**src/rtl/pulse_timer_bank.sv**
```systemverilog
`default_nettype none
// ============================================================================
// Module      : pulse_timer_bank
// Description : NUM_CH independent programmable period/width pulse generators
//               (periodic or one-shot, start/stop). Optional toggle outputs
//               are built when PULSE_TIMER_TOGGLE_EN is defined.
// Revision    : 1.0 - initial release
// ============================================================================
module pulse_timer_bank #(
  parameter int          NUM_CH         = 4,
  parameter int          CNT_W          = 32,
  parameter int unsigned DEFAULT_PERIOD = 150000000,
  parameter int unsigned DEFAULT_WIDTH  = 1,
  localparam int         c_CH_W         = (NUM_CH > 1) ? $clog2(NUM_CH) : 1
) (
  input  logic              clk,
  input  logic              rst_n,
  input  logic              cfg_we,
  input  logic [c_CH_W-1:0] cfg_ch,
  input  logic [CNT_W-1:0]  cfg_period,
  input  logic [CNT_W-1:0]  cfg_width,
  input  logic              cfg_oneshot,
  input  logic [NUM_CH-1:0] start,
  input  logic [NUM_CH-1:0] stop,
  output logic [NUM_CH-1:0] pulse,
  output logic [NUM_CH-1:0] busy,
  output logic [NUM_CH-1:0] toggle
);

  typedef enum logic [0:0] {IDLE = 1'b0, RUN = 1'b1} state_t;

  logic [1:0] r_rst_sync;
  logic       w_rst_n;

  // Assertion is immediate; release is delayed by two flops.
  always_ff @(posedge clk or negedge rst_n) begin
    if (!rst_n) r_rst_sync <= 2'b00;
    else        r_rst_sync <= {r_rst_sync[0], 1'b1};
  end

  assign w_rst_n = r_rst_sync[1];

  for (genvar i = 0; i < NUM_CH; i++) begin : g_ch
    state_t           r_state, w_state_nx;
    logic [CNT_W-1:0] r_cnt, w_cnt_nx;
    logic [CNT_W-1:0] r_p, w_p_nx, r_w, w_w_nx;
    logic             r_m, w_m_nx;
    logic             r_pulse, w_pulse_nx;
    logic [CNT_W-1:0] r_period_s, r_width_s;
    logic             r_oneshot_s;
    logic             w_wr, w_wrap, w_hit, w_ld_m;
    logic [CNT_W-1:0] w_raw_p, w_ld_p, w_ld_w;

    assign w_wr    = cfg_we && (cfg_ch == c_CH_W'(i));
    // Same-cycle write bypasses the shadow so a coincident load sees it.
    assign w_raw_p = w_wr ? cfg_period : r_period_s;
    assign w_ld_p  = (w_raw_p < CNT_W'(2)) ? CNT_W'(2) : w_raw_p;
    assign w_ld_w  = w_wr ? cfg_width : r_width_s;
    assign w_ld_m  = w_wr ? cfg_oneshot : r_oneshot_s;
    assign w_wrap  = (r_cnt == r_p - CNT_W'(1));
    // cnt >= P-W rearranged as cnt+W >= P to stay unsigned without wrap.
    assign w_hit   = ({1'b0, r_cnt} + {1'b0, r_w}) >= {1'b0, r_p};

    always_ff @(posedge clk or negedge w_rst_n) begin
      if (!w_rst_n) begin
        r_period_s  <= CNT_W'(DEFAULT_PERIOD);
        r_width_s   <= CNT_W'(DEFAULT_WIDTH);
        r_oneshot_s <= 1'b0;
      end else if (w_wr) begin
        r_period_s  <= cfg_period;
        r_width_s   <= cfg_width;
        r_oneshot_s <= cfg_oneshot;
      end
    end

    always_comb begin
      w_state_nx = r_state;
      w_cnt_nx   = r_cnt;
      w_p_nx     = r_p;
      w_w_nx     = r_w;
      w_m_nx     = r_m;
      w_pulse_nx = (r_state == RUN) && w_hit;
      if (stop[i]) begin
        w_state_nx = IDLE;
        w_cnt_nx   = '0;
        w_pulse_nx = 1'b0;
      end else if (start[i]) begin
        w_state_nx = RUN;
        w_cnt_nx   = '0;
        w_p_nx     = w_ld_p;
        w_w_nx     = w_ld_w;
        w_m_nx     = w_ld_m;
      end else if (r_state == RUN) begin
        if (w_wrap) begin
          w_cnt_nx = '0;
          if (r_m) begin
            w_state_nx = IDLE;
          end else begin
            w_p_nx = w_ld_p;
            w_w_nx = w_ld_w;
            w_m_nx = w_ld_m;
          end
        end else begin
          w_cnt_nx = r_cnt + CNT_W'(1);
        end
      end
    end

    always_ff @(posedge clk or negedge w_rst_n) begin
      if (!w_rst_n) begin
        r_state <= IDLE;
        r_cnt   <= '0;
        r_p     <= CNT_W'(2);
        r_w     <= '0;
        r_m     <= 1'b0;
        r_pulse <= 1'b0;
      end else begin
        r_state <= w_state_nx;
        r_cnt   <= w_cnt_nx;
        r_p     <= w_p_nx;
        r_w     <= w_w_nx;
        r_m     <= w_m_nx;
        r_pulse <= w_pulse_nx;
      end
    end

    assign pulse[i] = r_pulse;
    assign busy[i]  = (r_state == RUN);

`ifdef PULSE_TIMER_TOGGLE_EN
    logic r_tgl;

    always_ff @(posedge clk or negedge w_rst_n) begin
      if (!w_rst_n)                                        r_tgl <= 1'b0;
      else if (stop[i])                                    r_tgl <= 1'b0;
      else if (!start[i] && (r_state == RUN) && w_wrap)    r_tgl <= ~r_tgl;
    end

    assign toggle[i] = r_tgl;
`else
    assign toggle[i] = 1'b0;
`endif
  end

endmodule
`default_nettype wire
```
**config.mk**
```make
export PLATFORM = sky130hd
export DESIGN_NAME = pulse_timer_bank
export DESIGN_NICKNAME = d
export VERILOG_FILES = /design/src/rtl/pulse_timer_bank.sv
export SDC_FILE = /design/constraint.sdc
export NUM_CORES = 2
export LEC_CHECK = 0
export ABC_AREA = 1
export BUFFER_PORTS_ARGS = -buffer_cell sky130_fd_sc_hd__buf_4
export CORE_MARGIN = 1.5
export CORE_UTILIZATION = 58
export CTS_CLUSTER_DIAMETER = 30
export DETAILED_ROUTE_END_ITERATION = 6
export GPL_TIMING_DRIVEN = 0
export PLACE_DENSITY = 0.77
export SLEW_MARGIN = 25
export SYNTH_ARGS = -nofsm -noshare
export SYNTH_HDL_FRONTEND = slang
export SYNTH_SLANG_ARGS = --single-unit
```
**constraint.sdc**
```tcl
create_clock -name clk -period 19 [get_ports clk]
set_input_delay 0.95 -clock clk [delete_from_list [all_inputs] [get_ports clk]]
set_output_delay 0.95 -clock clk [all_outputs]
set_load 0.005 [all_outputs]
```
==> impl_metrics.env <==
export IMPL_dieWidth_microns=283.3
export IMPL_start_kind="flop"
export IMPL_avgSynthCellArea_sq_um=7.191
export IMPL_synth_area_leader_cell="dfrtp_1"
export IMPL_dr_pass1_iters=6
export IMPL_switchingPower_w=0.002206
export IMPL_initial_core_util=0.5873
export IMPL_min_period_over_period=0.2334
export IMPL_hold_ws_ns=0.3683
export IMPL_drt_iter0_markers=4456
export IMPL_min_from="r_rst_sync[0]"
export IMPL_vias_per_cell=5.787
export IMPL_worst_slew_pin_slew_ns=1.075
export IMPL_max_cap_viol_count=0
export IMPL_rsz0062_at_grt="false"
export IMPL_end_kind="flop"
export IMPL_vias=44880
export IMPL_whs_endpoint="r_rst_sync[1]"
export IMPL_maxSlewViolCount=0
export IMPL_p_total_w=0.006274
export IMPL_synth_area_sq_um=45570
export IMPL_synth_seq_cells=658
export IMPL_synth_area_leaders="dfrtp_1, nand2_1, ha_1"
export IMPL_r2r_start="g_ch[1].r_cnt[0]"
export IMPL_ys_top_cells_by_count="nand2_1, inv_1, dfrtp_1, nor2_1, o21ai_0"
export IMPL_num_io_pins=90
export IMPL_critPathRequiredTime_ns=19.63
export IMPL_period_minus_slack_ns=4.434
export IMPL_ant_nets=0
export IMPL_setup_viol=0
export IMPL_ys_flop_type="dfrtp_1"
export IMPL_powerDensity_nw_per_um2=117.7
export IMPL_synth_enable_flop_cells=0
export IMPL_cts_buffers=144
export IMPL_holdPathStages=0
export IMPL_drt_wirelength_per_cell_microns=20.74
export IMPL_fin_worst_skew_ns=0.03456
export IMPL_synth_cell_type_count=61
export IMPL_ir_drop_uv=91.21
export IMPL_area_growth_pct=16.92
export IMPL_slew_headroom=0.2807
export IMPL_final_util=0.6867
export IMPL_leakage_nw=27.19
export IMPL_antenna_found_initial=7
export IMPL_fmax_mhz=225.5
export IMPL_p_int_w=0.004069
export IMPL_finalNonFillerCells=7755
export IMPL_syn_inst=6338
export IMPL_cts_setup_buffers=0
export IMPL_grt_first_pass_wirelength_mm=246.6
export IMPL_clock_path_buffers=3
export IMPL_design_die_area_sq_um=80270
export IMPL_synth_most_common_cell="nand2_1"
export IMPL_post_place_cells=7479
export IMPL_place_detailed_hpwl_mm=123.6
export IMPL_cts_clk_slew_worst_paths_ns=0.05
export IMPL_overflow=0
export IMPL_async_reset_ff_frac=1.000
export IMPL_grt_usage=0.3978
export IMPL_rows=102
export IMPL_cts_tree="done"
export IMPL_final_net_count=6932
export IMPL_clock_latency_ns=0.73
export IMPL_ys_seq_area_frac=0.3626
export IMPL_worstPathArrival_ns=5.06
export IMPL_power_share_clock=0.438
export IMPL_port_buffers=85
export IMPL_die_y_microns=283.3
export IMPL_hold_class="flop to flop"
export IMPL_grt_max_degree=55
export IMPL_rrSetupSlack_ns=14.57
export IMPL_seqPwrFrac=0.308
export IMPL_tns_ns=0
export IMPL_coreArea_sq_um=77590
export IMPL_hold_viol_final=0
export IMPL_path_class="flop to flop"
export IMPL_routed_wl_mm=160.8
export IMPL_timing_rr_end="g_ch[1].r_pulse"
export IMPL_ff2ff_path_depth=18
export IMPL_switching_share=0.3515
export IMPL_comb_power_share=0.255
export IMPL_path_max_fanout=5
export IMPL_root_buffer="clkbuf_16"
export IMPL_cts_sinks=658
export IMPL_routabilityCongestion=0.9877
export IMPL_yosysTopAreaCellShare=0.3349
export IMPL_yosys_warnings=0
export IMPL_layout_drive_gt1_share=0.08573
export IMPL_drc=0
export IMPL_htree_levels=4
export IMPL_status="completed"
export IMPL_grt_pass1_vias=43522
worst max-delay path, stage by stage, from the launching register on:
cell      delay [ns]
dfrtp_1         0.46
ha_1            0.20
inv_1           0.05
fa_1            0.39
o21ai_0         0.40
nand2_1         0.09
nand2_1         0.17
a21boi_0        0.17
o21bai_1        0.35
a21boi_0        0.26
o21ai_0         0.35
xor2_1          0.12
ha_1            0.31
nand2_1         0.09
nor4_1          0.33
nand4_1         0.19
o211a_1         0.15
o21a_1          0.12
a21oi_1         0.14
metrics by stage:
stage	area, sq um	worst slack, ns
finish	53290	14.57
global route	53270	14.16
CTS	53270	14.60
detailed placement	47870	14.63
global placement	47530	4.448
floorplan	45590	8.349
power by group through the flow:
stage	clock, W	combinational, W	sequential, W
final	0.00274	0.00160	0.00193
after global routing	0.00283	0.00180	0.00195
after CTS	0.00275	0.00157	0.00192
after detailed placement	0	0.00155	0.00193
after global placement	0	0.00147	0.00196
after floorplan	0	0.00114	0.00182
state kept, by name, indices dropped and copies added, names as in the netlist:
name / cells
g_ch.r_cnt: 128
g_ch.r_m: 4
g_ch.r_oneshot_s: 4
g_ch.r_p: 128
g_ch.r_period_s: 128
g_ch.r_pulse: 4
g_ch.r_state: 4
g_ch.r_w: 128
g_ch.r_width_s: 128
r_rst_sync: 2
worst max-delay path by stage:
stage	startpoint	to	slack [ns]	cells after the start
3_3_place_gp	r_rst_sync[1]	g_ch[1].r_cnt[20]	4.45	0
3_5_place_dp	g_ch[1].r_cnt[0]	g_ch[1].r_pulse	14.63	18
2_1_floorplan	r_rst_sync[1]	g_ch[0].r_cnt[0]	8.35	0
6_report	g_ch[1].r_cnt[0]	g_ch[1].r_pulse	14.57	18
5_1_grt	g_ch[1].r_cnt[0]	g_ch[1].r_pulse	14.16	18
4_1_cts	g_ch[1].r_cnt[0]	g_ch[1].r_pulse	14.60	18
routing by layer:
metal	vias up	routed length, microns	GRT usage
li1	21191	-	-
met2	2108	69930	0.6115
met5	-	96	0.005952
met3	500	15790	0.1059
met4	6	9182	0.2064
met1	21075	65840	0.5149
layout make-up:
class / count / area (sq um)
Multi-Input combinational cell: 4728 / 25050
Fill cell: 6594 / 24310
Sequential cell: 658 / 16530
Clock buffer: 186 / 4025
Inverter: 716 / 2688
Clock inverter: 81 / 1360
Buffer: 239 / 1321
Tap cell: 1040 / 1301
Timing Repair Buffer: 99 / 991.0
Antenna cell: 8 / 20.02
cells in the final DEF, fill, tap and decap left out, drive strengths merged, types with 18 or more instances in the layout:
cell type and instances:
nand2 1962, inv 729, dfrtp 610, nor2 605, o21ai 399, nand4 366, clkbuf 337, ha 264
a21oi 239, nand3 232, xor2 231, buf 186, xnor2 110, nor3 103, dfstp 48, clkinv 33
nor4 29, nand3b 28, bufinv 26, o21bai 24, o21a 20, o22ai 18
repair_timing:
| action | CTS | global route |
|---|---|---|
| hold buffers | 1 | 0 |
| resized for setup | 0 | 0 |
| hold endpoints to repair | 2 | 0 |
kinds of logic after synthesis:
kind of cell    count (synthesis)  synth area share
buf+inv                       955           0.08796
flops                         658            0.3626
compound gates                756           0.08928
other cells                     2         0.0001648
simple gates                 3357            0.3198
fa+ha+maj                     268           0.07423
xor+xnor                      341           0.06570
mux                             1         0.0002471
Note: power is estimated with default switching activity, not from simulation.
